===== src/rtl/ddr2_bank_timer_if.sv =====
// Command and status bundle between a DDR2 command scheduler and the bank timer.
// The scheduler holds the master modport; the timer holds the slave modport.
interface ddr2_bank_timer_if #(
  parameter int NUM_BANKS = 8,
  parameter int ROW_W     = 14
);
  localparam int BW = (NUM_BANKS > 1) ? $clog2(NUM_BANKS) : 1;

  logic                       cmd_valid;
  logic [3:0]                 cmd;
  logic [BW-1:0]              cmd_bank;
  logic [ROW_W-1:0]           cmd_row;
  logic                       cmd_pre_all;

  logic [NUM_BANKS-1:0]       act_ok;
  logic [NUM_BANKS-1:0]       rdwr_ok;
  logic [NUM_BANKS-1:0]       pre_ok;
  logic [NUM_BANKS-1:0]       bank_open;
  logic [NUM_BANKS*ROW_W-1:0] open_row;
  logic                       ref_ok;
  logic                       ref_busy;
  logic                       cmd_err;

  modport master (
    output cmd_valid, cmd, cmd_bank, cmd_row, cmd_pre_all,
    input  act_ok, rdwr_ok, pre_ok, bank_open, open_row, ref_ok, ref_busy, cmd_err
  );

  modport slave (
    input  cmd_valid, cmd, cmd_bank, cmd_row, cmd_pre_all,
    output act_ok, rdwr_ok, pre_ok, bank_open, open_row, ref_ok, ref_busy, cmd_err
  );
endinterface


===== src/rtl/ddr2_bank_timer.sv =====
// DDR2 per-bank and rank-level timing tracker: holds open-row state and down-counters,
// and reports which commands are legal in the current cycle.
module ddr2_bank_timer #(
  parameter int NUM_BANKS = 8,
  parameter int ROW_W     = 14,
  parameter int TRCD      = 15,
  parameter int TRP       = 15,
  parameter int TRAS      = 40,
  parameter int TRC       = 55,
  parameter int TRRD      = 10,
  parameter int TWR       = 15,
  parameter int TRTP      = 7,
  parameter int TFAW      = 45,
  parameter int TRFC      = 51
) (
  input  logic             clk,
  input  logic             rst,
  ddr2_bank_timer_if.slave bus
);
  localparam int BW = (NUM_BANKS > 1) ? $clog2(NUM_BANKS) : 1;

  localparam logic [3:0] CMD_MRS = 4'b0000;
  localparam logic [3:0] CMD_REF = 4'b0001;
  localparam logic [3:0] CMD_PRE = 4'b0010;
  localparam logic [3:0] CMD_ACT = 4'b0011;
  localparam logic [3:0] CMD_WR  = 4'b0100;
  localparam logic [3:0] CMD_RD  = 4'b0101;
  localparam logic [3:0] CMD_NOP = 4'b0111;

  typedef logic [7:0] cnt_t;

  // Counters hold the cycles still to wait after the current one, so a load of
  // N-1 at the issuing edge reaches zero exactly N cycles after the command.
  localparam cnt_t L_RCD = cnt_t'(TRCD - 1);
  localparam cnt_t L_RP  = cnt_t'(TRP - 1);
  localparam cnt_t L_RAS = cnt_t'(TRAS - 1);
  localparam cnt_t L_RC  = cnt_t'(TRC - 1);
  localparam cnt_t L_RRD = cnt_t'(TRRD - 1);
  localparam cnt_t L_WR  = cnt_t'(TWR - 1);
  localparam cnt_t L_RTP = cnt_t'(TRTP - 1);
  localparam cnt_t L_FAW = cnt_t'(TFAW - 1);
  localparam cnt_t L_RFC = cnt_t'(TRFC - 1);

  function automatic cnt_t dec(cnt_t c);
    return (c == 8'd0) ? 8'd0 : c - 8'd1;
  endfunction

  function automatic cnt_t cmax(cnt_t a, cnt_t b);
    return (a > b) ? a : b;
  endfunction

  logic [NUM_BANKS-1:0]            r_open;
  logic [NUM_BANKS-1:0][ROW_W-1:0] r_row;
  logic [NUM_BANKS-1:0][7:0]       r_rcd;
  logic [NUM_BANKS-1:0][7:0]       r_ras;
  logic [NUM_BANKS-1:0][7:0]       r_rc;
  logic [NUM_BANKS-1:0][7:0]       r_rp;
  logic [NUM_BANKS-1:0][7:0]       r_wpre;
  logic [3:0][7:0]                 r_faw;
  cnt_t                            r_rrd;
  cnt_t                            r_rfc;
  logic                            r_err;

  logic [NUM_BANKS-1:0] w_hit;
  logic [NUM_BANKS-1:0] w_act_ok;
  logic [NUM_BANKS-1:0] w_rdwr_ok;
  logic [NUM_BANKS-1:0] w_pre_ok;
  logic [3:0]           w_faw_sel;
  logic                 w_faw_free;
  logic                 w_ref_busy;
  logic                 w_ref_ok;
  logic                 w_act_go;
  logic                 w_rd_go;
  logic                 w_wr_go;
  logic                 w_pre_go;
  logic                 w_ref_go;
  logic                 w_err;

  assign w_ref_busy = (r_rfc != 8'd0);

  // Lowest-index idle tFAW slot takes the next activate.
  always_comb begin
    w_faw_free = 1'b0;
    w_faw_sel  = '0;
    for (int i = 0; i < 4; i++) begin
      if (r_faw[i] == 8'd0 && !w_faw_free) begin
        w_faw_sel[i] = 1'b1;
        w_faw_free   = 1'b1;
      end
    end
  end

  always_comb begin
    w_ref_ok = !w_ref_busy && (r_open == '0);
    for (int b = 0; b < NUM_BANKS; b++) begin
      // An out-of-range bank index matches no bank and is therefore never legal.
      w_hit[b]     = (bus.cmd_bank == BW'(b));
      w_act_ok[b]  = !r_open[b] && (r_rc[b] == 8'd0) && (r_rp[b] == 8'd0) &&
                     (r_rrd == 8'd0) && w_faw_free && !w_ref_busy;
      w_rdwr_ok[b] = r_open[b] && (r_rcd[b] == 8'd0) && !w_ref_busy;
      w_pre_ok[b]  = !w_ref_busy &&
                     (!r_open[b] || ((r_ras[b] == 8'd0) && (r_wpre[b] == 8'd0)));
      if (r_rp[b] != 8'd0 || r_rc[b] != 8'd0) w_ref_ok = 1'b0;
    end
  end

  always_comb begin
    w_act_go = 1'b0;
    w_rd_go  = 1'b0;
    w_wr_go  = 1'b0;
    w_pre_go = 1'b0;
    w_ref_go = 1'b0;
    w_err    = 1'b0;
    if (bus.cmd_valid) begin
      case (bus.cmd)
        CMD_ACT: w_act_go = |(w_hit & w_act_ok);
        CMD_RD:  w_rd_go  = |(w_hit & w_rdwr_ok);
        CMD_WR:  w_wr_go  = |(w_hit & w_rdwr_ok);
        CMD_PRE: w_pre_go = bus.cmd_pre_all ? (&w_pre_ok) : (|(w_hit & w_pre_ok));
        CMD_REF: w_ref_go = w_ref_ok;
        default: ;
      endcase
      w_err = !(w_act_go || w_rd_go || w_wr_go || w_pre_go || w_ref_go ||
                bus.cmd == CMD_NOP || bus.cmd == CMD_MRS);
    end
  end

  always_ff @(posedge clk or posedge rst) begin
    if (rst) begin
      r_open <= '0;
      r_row  <= '0;
      r_rcd  <= '0;
      r_ras  <= '0;
      r_rc   <= '0;
      r_rp   <= '0;
      r_wpre <= '0;
      r_faw  <= '0;
      r_rrd  <= '0;
      r_rfc  <= '0;
      r_err  <= 1'b0;
    end else begin
      r_rrd <= w_act_go ? L_RRD : dec(r_rrd);
      r_rfc <= w_ref_go ? L_RFC : dec(r_rfc);
      for (int i = 0; i < 4; i++) begin
        r_faw[i] <= (w_act_go && w_faw_sel[i]) ? L_FAW : dec(r_faw[i]);
      end
      for (int b = 0; b < NUM_BANKS; b++) begin
        if (w_act_go && w_hit[b]) begin
          r_open[b] <= 1'b1;
          r_row[b]  <= bus.cmd_row;
          r_rcd[b]  <= L_RCD;
          r_ras[b]  <= L_RAS;
          r_rc[b]   <= L_RC;
        end else begin
          r_rcd[b]  <= dec(r_rcd[b]);
          r_ras[b]  <= dec(r_ras[b]);
          r_rc[b]   <= dec(r_rc[b]);
        end
        if ((w_rd_go || w_wr_go) && w_hit[b]) begin
          r_wpre[b] <= cmax(dec(r_wpre[b]), w_wr_go ? L_WR : L_RTP);
        end else begin
          r_wpre[b] <= dec(r_wpre[b]);
        end
        if (w_pre_go && (bus.cmd_pre_all || w_hit[b]) && r_open[b]) begin
          r_open[b] <= 1'b0;
          r_rp[b]   <= L_RP;
        end else begin
          r_rp[b]   <= dec(r_rp[b]);
        end
      end
      r_err <= w_err;
    end
  end

  assign bus.act_ok    = w_act_ok;
  assign bus.rdwr_ok   = w_rdwr_ok;
  assign bus.pre_ok    = w_pre_ok;
  assign bus.bank_open = r_open;
  assign bus.open_row  = r_row;
  assign bus.ref_ok    = w_ref_ok;
  assign bus.ref_busy  = w_ref_busy;
  assign bus.cmd_err   = r_err;

endmodule


===== src/flat_wrapper.sv =====
// flat-port wrapper written by rule: the top's interface ports become plain ports
module ddr2_bank_timer_flat 
#(
  parameter int NUM_BANKS = 8,
  parameter int ROW_W     = 14,
  parameter int TRCD      = 15,
  parameter int TRP       = 15,
  parameter int TRAS      = 40,
  parameter int TRC       = 55,
  parameter int TRRD      = 10,
  parameter int TWR       = 15,
  parameter int TRTP      = 7,
  parameter int TFAW      = 45,
  parameter int TRFC      = 51
)
  (clk, rst, bus_cmd_valid, bus_cmd, bus_cmd_bank, bus_cmd_row, bus_cmd_pre_all, bus_act_ok, bus_rdwr_ok, bus_pre_ok, bus_bank_open, bus_open_row, bus_ref_ok, bus_ref_busy, bus_cmd_err);
  ddr2_bank_timer_if #(.NUM_BANKS(NUM_BANKS), .ROW_W(ROW_W)) bus_i ();
  input  logic clk;
  input  logic rst;
  input wire logic [$bits(bus_i.cmd_valid)-1:0] bus_cmd_valid;
  input wire logic [$bits(bus_i.cmd)-1:0] bus_cmd;
  input wire logic [$bits(bus_i.cmd_bank)-1:0] bus_cmd_bank;
  input wire logic [$bits(bus_i.cmd_row)-1:0] bus_cmd_row;
  input wire logic [$bits(bus_i.cmd_pre_all)-1:0] bus_cmd_pre_all;
  output wire logic [$bits(bus_i.act_ok)-1:0] bus_act_ok;
  output wire logic [$bits(bus_i.rdwr_ok)-1:0] bus_rdwr_ok;
  output wire logic [$bits(bus_i.pre_ok)-1:0] bus_pre_ok;
  output wire logic [$bits(bus_i.bank_open)-1:0] bus_bank_open;
  output wire logic [$bits(bus_i.open_row)-1:0] bus_open_row;
  output wire logic [$bits(bus_i.ref_ok)-1:0] bus_ref_ok;
  output wire logic [$bits(bus_i.ref_busy)-1:0] bus_ref_busy;
  output wire logic [$bits(bus_i.cmd_err)-1:0] bus_cmd_err;
  assign bus_i.cmd_valid = bus_cmd_valid;
  assign bus_i.cmd = bus_cmd;
  assign bus_i.cmd_bank = bus_cmd_bank;
  assign bus_i.cmd_row = bus_cmd_row;
  assign bus_i.cmd_pre_all = bus_cmd_pre_all;
  assign bus_act_ok = bus_i.act_ok;
  assign bus_rdwr_ok = bus_i.rdwr_ok;
  assign bus_pre_ok = bus_i.pre_ok;
  assign bus_bank_open = bus_i.bank_open;
  assign bus_open_row = bus_i.open_row;
  assign bus_ref_ok = bus_i.ref_ok;
  assign bus_ref_busy = bus_i.ref_busy;
  assign bus_cmd_err = bus_i.cmd_err;
  ddr2_bank_timer #(.NUM_BANKS(NUM_BANKS), .ROW_W(ROW_W), .TRCD(TRCD), .TRP(TRP), .TRAS(TRAS), .TRC(TRC), .TRRD(TRRD), .TWR(TWR), .TRTP(TRTP), .TFAW(TFAW), .TRFC(TRFC)) u_core (.clk(clk), .rst(rst), .bus(bus_i));
endmodule

===== config.mk =====
export PLATFORM = sky130hd
export DESIGN_NAME = ddr2_bank_timer_flat
export DESIGN_NICKNAME = d
export VERILOG_FILES = /design/src/rtl/ddr2_bank_timer_if.sv /design/src/rtl/ddr2_bank_timer.sv /design/src/flat_wrapper.sv
export SDC_FILE = /design/constraint.sdc
export NUM_CORES = 1
export LEC_CHECK = 0
export CORE_MARGIN = 5
export CORE_UTILIZATION = 55
export CTS_CLUSTER_SIZE = 10
export DETAILED_ROUTE_END_ITERATION = 10
export PLACE_DENSITY = 0.86
export SLEW_MARGIN = 20
export SYNTH_ARGS = -nofsm -noshare
export SYNTH_HDL_FRONTEND = slang
export SYNTH_SLANG_ARGS = --single-unit

===== constraint.sdc =====
create_clock -name clk -period 26.6 [get_ports clk]
set_input_delay 5.32 -clock clk [delete_from_list [all_inputs] [get_ports clk]]
set_output_delay 5.32 -clock clk [all_outputs]
set_load 0.01 [all_outputs]

==> impl_results.md <==
* Status: finished, final reports clean
* Data required time at the worst endpoint at about 27 ns
* Type of the setup path with the least slack: primary input to register
* Global route total overflow at 0
* Count of buffers from port buffering at approximately 170
* Wire length after detailed routing at 60.3 mm
* Arrival time at the worst endpoint at 10.22 ns
* Max-slew violation count at 0
* Synth Register Bits at 489
* Hold Fails Final Rpt at 0
* Hold depth at 1
* Average wire per cell in the routed design at 19.8 um
* Post-Synthesis Net Count at between 2000 and 2500
* Standard cell area after detailed placement at 26400 um^2
* R2r worst-path depth at 15
* Finished Cell Area at 27900 um^2
* Die Y-Extent at 218 um
* Crit. End Element: register
* Setup slack, reg-to-reg at 21.28 ns
* EDFF count, synth at 0
* First-pass detailed-route iteration total at 6
* Final ANT Viol Nets at 0
* Post-CTS setup-driven buffer insertion count at 0
* Sequential Area at 12200 um^2
* Root buffer cell: clkbuf_16
* Starting utilization of the core area at 55.5%
* Half-perimeter wire length of the detailed placement result at 42.5 mm
* Worst flop-to-flop path startpoint: u_core.r_rcd[56]
* Top-level I/O count at 172
* Dominant cells by area after synthesis: dfrtp_1 (51%), mux2_2 (6.0%), ha_1 (4.7%), xnor2_1 (3.9%), nor2_1 (3.8%)
* Leak at about 12 nW
* Worst hold slack across all endpoints at 0.442 ns
* Via-per-instance ratio at 5.96
* Power density over the cells at 72.2 nW/um^2
* Sort of element at the start of the critical path: primary input
* Ys flop type: dfrtp_1
* Count of mapped cells out of synthesis at between 2000 and 2500
* Fmax at just over 100 MHz
* Number of clock buffers inserted by TritonCTS at 55
* Most frequent cells in the layout: dfrtp_1 (489), nor2_1 (239), clkdlybuf4s50_1 (171)
* Number of nets in the finished design at 2566
* Share of final-layout standard cells stronger than drive strength 1 at a little over a tenth
* RR Endpoint: u_core.r_wpre[11]
* Most common cell after layout, fill and taps aside: dfrtp_1
* Endpoint of the most critical setup path: u_core.r_wpre[11]
* Pin count of the biggest net entering global routing at 171
* Unique cell type count in the Yosys netlist at 71
* Number of filler cells placed in the layout at 3168
* Share of the synthesized area in the top cell type at 51.3%
* Placeable core area at between 40000 and 50000 um^2
* Post-Route Setup TNS at 0 ns
* RSZ-0062 raised after global routing: no
* Worst Hold Class: register to register
* Core Rows at 76
* Initial antenna violation count at 2
* Count of hold buffers inserted by post-cts repair at 0
* Worst setup slack after placement at 16.35 ns
* Cell area after synthesis at ~24000 um^2
* Post-layout instance count excluding filler cells at 3047
* Post-synthesis sequential area ratio at 51.3%
* Final worst-path setup slack at 16.85 ns
* Worst IR Drop VDD at 0.0516 mV
* Vias at 18166
* Post-placement cell count at 2979
* Vias in the first global route at approximately 19000
* Post-cts sizing count at 0
* Worst Tran Pin Value at a little over 1 ns
* Wire length of the first global-routing pass at 98.0 mm
* P&R area growth vs syn at 16.8%
* H-tree level count at 2
* Headroom to the max-slew limit at 31.5%
* Area of the multi-input gates at 11100 um^2
* Count of unresolved DRC violations after routing at 0
* Final Core Density at around two thirds
* Clock Skews at 0.0335 ns
* Final number of setup-violating endpoints at 0
* Clock Latency Late Sink at 0.61 ns
* Clock sinks at 489
* Global placer's final weighted congestion at 0.954
* Synthesized area per cell at approximately 11 um^2
* Area leader, netlist: dfrtp_1
* Timing startpoint of the critical path: bus_cmd_bank[0]
* Async set-or-reset flop fraction in the synthesized netlist at 100%
* Horiz. Die Dim at between 200 and 250 um
* Final worst path period share at 36.7%
* Max-capacitance violation count at 0
* Overall power after layout at 2.01 mW
* CTS tree: yes
* Critical path peak fanout at 18
* Overall fraction of global-route tracks in use at between 20% and 30%
* Detailed router's first-iteration violation count at 1476
* Post-route minimum period at slightly below 10 ns
* Number of buffers between clock root and the deepest sink at 3
* Die area at 47700 um^2
* Ys Warns at 0
* CTS clock-pin slew for the worst setup and hold paths at about 0.05 ns
where the power goes:
| group | leakage, nW | total (mW) | switching [mW] | internal [mW] |
|---|---|---|---|---|
| combinational | 5.54 | 0.393 | 0.212 | 0.181 |
| clock | 0.726 | 0.662 | 0.286 | 0.376 |
| sequential | 6.07 | 0.958 | 0.108 | 0.850 |
| total | 12.3 | 2.01 | 0.606 | 1.41 |
sequential cells by signal, indices dropped and copies added, names as in the netlist:
| name | count |
|---|---|
| u_core.r_rp | 64 |
| u_core.bus.open_row | 112 |
| u_core.r_faw | 32 |
| u_core.r_rc | 64 |
| u_core.r_wpre | 64 |
| u_core.r_ras | 64 |
| u_core.bus.bank_open | 8 |
| u_core.r_rfc | 8 |
| u_core.r_rrd | 8 |
| u_core.bus.cmd_err | 1 |
| u_core.r_rcd | 64 |
metal layers:
layer | GRT usage [%] | routed length (um)
met5 | 0 | 0
met4 | 9.48 | 2440
met3 | 9.32 | 6310
met2 | 42.1 | 28800
met1 | 30.2 | 22800
cells in the mapped netlist (all sizes together) (7+ instances only):
cell type and instances:
dfrtp 489, o211ai 8, buf 9, nor2b 13, or3b 9, nor4 49, o21ai 122, a21o 20
nand4 11, ha 89, o31ai 9, clkbuf 31, nor2 240, or4 26, or4b 7, and3 12
o21bai 17, mux2 144, nor4b 29, xnor2 107, a21oi 82, and2 23, inv 130, nand2b 10
nand3 30, xor2 52, nor3b 49, nand3b 12, nand2 142, or3 45, nor3 156, mux2i 17
worst min path at each step:
stage	start	end	slack, ns
global route	u_core.r_rc[8]	u_core.r_rc[8]	0.47
global placement	u_core.r_rc[8]	u_core.r_rc[8]	0.43
CTS	u_core.r_rc[8]	u_core.r_rc[8]	0.44
floorplan	u_core.r_rcd[56]	u_core.r_rcd[56]	0.42
detailed placement	u_core.r_rc[8]	u_core.r_rc[8]	0.44
finish	u_core.r_rc[8]	u_core.r_rc[8]	0.44
area by class of cell:
class,count,share of cell area (%)
clock buffer,63,5.15
timing repair buffer,188,6.67
inverter,130,1.78
sequential,489,43.9
clock inverter,2,0.180
tap,585,2.63
antenna,2,0.0180
multi-input combinational,1588,39.7
critical path, stage by stage:
cell and delay (ns):
clkdlybuf4s50_1 0.68, nor3b_1 0.86, nand2_1 0.12, o32ai_1 0.16, nor4_1 0.18, nor4b_1 0.48, nand2_1 0.45, ha_1 0.44
nand2_1 0.05, nor3_1 0.17, mux2_2 0.37, nor4_1 0.25, nor4b_4 0.34, mux2_1 0.35
cells by family (layout without fill, tap and decap cells):
| group | Yosys count | in the layout | share of synthesized area, % |
|---|---|---|---|
| adder cells (fa/ha/maj) | 89 | 89 | 4.67 |
| flip-flops | 489 | 489 | 51.3 |
| AO/OA/AOI/OAI | 296 | 296 | 7.57 |
| other | 0 | 2 | 0 |
| multiplexers | 161 | 161 | 7.51 |
| XOR/XNOR | 159 | 159 | 5.84 |
| AND/OR/NAND/NOR | 883 | 883 | 20.4 |
| buffers and inverters | 170 | 383 | 2.70 |
No activity file was read; power rests on OpenSTA's default activity.
==> RTL edit 1 (same flow settings) <==
Reset style: synchronous (`rst`), changed in one clocked block.
--- a/src/rtl/ddr2_bank_timer.sv
+++ b/src/rtl/ddr2_bank_timer.sv
@@ -127,3 +127,3 @@
 
-  always_ff @(posedge clk or posedge rst) begin
+  always_ff @(posedge clk) begin
     if (rst) begin
Behaviour: differs if rst is asserted again (counterexample within 4 cycles, from zero or initial values and one cycle with rst high); with rst held inactive, the same outputs for 4 cycles.
==> RTL edit 1 against the original RTL <==
Hold slack worse by 7.2 ps. Worst setup slack worse by 20 ps. Cell area is 5.0% lower. Synthesized area is 4.3% lower. Sequential cell count stayed put. Wire length is 3.0% higher. Global-route usage is 1.5 points higher.
Power is not compared: it rests on default switching activity, and its combinational part moved more than twofold at a synthesized area within 25%.
==> RTL edit 1: results (changes against the original RTL) <==
[placement]
place_inst=3232  ; +8.5%
dp_slack_ps=16430  ; +73.3 ps
place_area_sq_um=24900  ; -5.4%
dp_hpwl_um=42800  ; +0.65%

[worst_setup_path]
startpoint=bus_cmd_bank[1]
cpPeakStageDelay_ps=760  ; -100 ps
path_max_fanout=15  ; -3
r2r_slack_ps=20930  ; -350 ps
endpoint=u_core.r_wpre[16]
r2r_cells=13  ; -2
critPathSlowestCell=clkdlybuf4s50_1

[global_route]
antenna_found_initial=0  ; -2
grt_first_pass_wirelength_um=101000  ; +2.9%
grtUsageMet1=0.317  ; +0.0147
grt_use_total=0.268  ; +0.0151
use_met2=0.458  ; +0.0365

[yosys]
synthCells=2620  ; +17%
syn-num-nets=2745  ; +16%
yosysSeqAreaShare=0.428  ; -0.0843
synthArstFlopShare=0  ; -1.00
netlist_area_sq_um=22800  ; -4.3%
synth.area.top_cells=dfxtp_1 (43%), nor2_1 (5.6%), ha_1 (5.5%)
ys.flop_type=dfxtp_1

[final_layout]
multi_input_gates=1887  ; +19%
buf_share=0.0700  ; +0.00331
layout.cells.non_filler=3300  ; +8.3%
nNetsFinal=2882  ; +12%
nClkBuffers=64  ; +1.6%
multi_input_area_sq_um=12100  ; +9.8%
buffers=190  ; +1.1%
clk_share=0.0571  ; +0.00378
seq_cells=489  ; unchanged
drive_gt1_frac=0.0430  ; -0.0643
inv_count=134  ; +3.1%
seq_share=0.370  ; -0.0691
final_area_sq_um=26500  ; -5.0%
fillCellCount=3210  ; +1.3%

[route]
wl_per_cell_um=18.8  ; -4.9%
num_vias=19900  ; +9.5%
dr_wl_met3_um=5220  ; -17%
initialDrtViolationCount=1788  ; +21%

[timing]
whs_ps=434  ; -7.20 ps
skew_ps=23.8  ; -9.70 ps
tightest_slew_ps=1130  ; +115 ps
fmax_mhz=102  ; -0.20%

[outcome]
outcome=finished clean

[worst_hold_path]
hp-start=u_core.r_rcd[24]
hold_end=u_core.r_rcd[24]

## RTL edit 1: changes by cell type in the layout (fill, tap and decap cells not counted), sizes merged, moves of 80 or more
| cell | before | now |
|---|---|---|
| mux2 | 144 | 2 |
| dfxtp | 0 | 489 |
| nor2 | 240 | 342 |
| o21ai | 122 | 42 |
| dfrtp | 489 | 0 |
| nand2 | 142 | 224 |
| mux2i | 17 | 108 |
## RTL edit 1: cell families (layout without fill, tap and decap cells)
logic type / count (synthesis) / after routing / synth area share
XOR/XNOR: 207 / 207 / 0.0793
multiplexers: 110 / 110 / 0.0483
AND/OR/NAND/NOR: 1083 / 1083 / 0.239
AO/OA/AOI/OAI: 387 / 387 / 0.109
other: 0 / 2 / 0
adder cells (fa/ha/maj): 100 / 100 / 0.0548
buffers and inverters: 244 / 390 / 0.0410
flip-flops: 489 / 489 / 0.428
==> RTL edit 2 (same settings) <==
Made on the original files. `NUM_BANKS` is set to 8 in 3 places; all go to 4.
--- a/src/rtl/ddr2_bank_timer_if.sv
+++ b/src/rtl/ddr2_bank_timer_if.sv
@@ -3,3 +3,3 @@
 interface ddr2_bank_timer_if #(
-  parameter int NUM_BANKS = 8,
+  parameter int NUM_BANKS = 4,
   parameter int ROW_W     = 14
--- a/src/rtl/ddr2_bank_timer.sv
+++ b/src/rtl/ddr2_bank_timer.sv
@@ -3,3 +3,3 @@
 module ddr2_bank_timer #(
-  parameter int NUM_BANKS = 8,
+  parameter int NUM_BANKS = 4,
   parameter int ROW_W     = 14,
--- a/src/flat_wrapper.sv
+++ b/src/flat_wrapper.sv
@@ -3,3 +3,3 @@
 #(
-  parameter int NUM_BANKS = 8,
+  parameter int NUM_BANKS = 4,
   parameter int ROW_W     = 14,
Interface: changed (6 resized); port bits go from 172 to 99. No check against the original RTL was run, so the function may have changed too.
==> RTL edit 2 against the original RTL <==
Sequential cell count fell by 220. Critical endpoint is now bus_pre_ok[1]. Critical path type is now flip-flop to output port. Wire length is 51% lower. Cell area decreased by 45%. Clock power down 44%. Die area shrank 43%. Synthesized area decreased by 45%. Power fell by 50%. Hold slack improved by 10 ps. Worst setup slack better by 630 ps. Combinational power decreased by 65%.
==> RTL edit 2: results (changes against the original RTL) <==
[timing]
whs_ps=452  ; +10.4 ps
skew_ps=8.30  ; -25.2 ps

[global_route]
use_met2=0.378  ; -0.0426
grt_pass1_vias=10200  ; -46%

[route]
met2_length_um=14300  ; -50%
via_per_inst=5.83  ; -2.2%
wl_per_cell_um=17.6  ; -11%
initialDrtViolationCount=869  ; -41%
dr_wl_met3_um=2260  ; -64%

[final_layout]
nNetsFinal=1432  ; -44%
drive_gt1_frac=0.0887  ; -0.0186
layout.cells.non_filler=1683  ; -45%

[placement]
place_area_sq_um=14500  ; -45%
dp_hpwl_um=20500  ; -52%
io_buffer_count=98  ; -43%

[yosys]
synth_commonest_cells=dfrtp_1 (269), nor2_1 (115), nor3_1 (110)
syn_avg_cell_area_sq_um=10.5  ; -0.92%

[worst_setup_path]
reg2reg_to=u_core.bus.open_row[12]
endpoint=bus_pre_ok[1]
cpPeakStageDelay_ps=630  ; -230 ps
r2r_cells=8  ; -7
path_max_fanout=14  ; -4

[power_and_ir_drop]
power_leakage_nw=7.05  ; -43%

[outcome]
outcome=finished clean

[clocking]
cts_buffers=31  ; -44%
h-tree-depth=1  ; -1
clock_latency_ps=560  ; -50 ps

RTL edit 2: changes by cell type after synthesis, moves of 40 or more:
cell	delta
o21ai_0	-58
nor2_1	-124
ha_1	-40
a21oi_1	-46
xnor2_1	-43
nand2_1	-61
mux2_2	-74
nor3_1	-46
inv_1	-62
dfrtp_1	-220
RTL edit 2: final cells by class:
| type | count | area (sq um) |
|---|---|---|
| well taps | 319 | 399 |
| repair buffers | 103 | 1020 |
| flip-flops and latches | 269 | 6730 |
| fillers | 1751 | 8190 |
| clock inverters | 2 | 27.5 |
| inverters | 68 | 263 |
| clock buffers | 36 | 805 |
| multi-input cells | 886 | 6040 |
RTL edit 2: report_power, final:
| part | switching (mW) | leakage (nW) | internal, mW |
|---|---|---|---|
| logic | 0.0697 | 3.22 | 0.0683 |
| registers | 0.0501 | 3.43 | 0.456 |
| clock network | 0.158 | 0.404 | 0.210 |
| total | 0.278 | 7.05 | 0.734 |
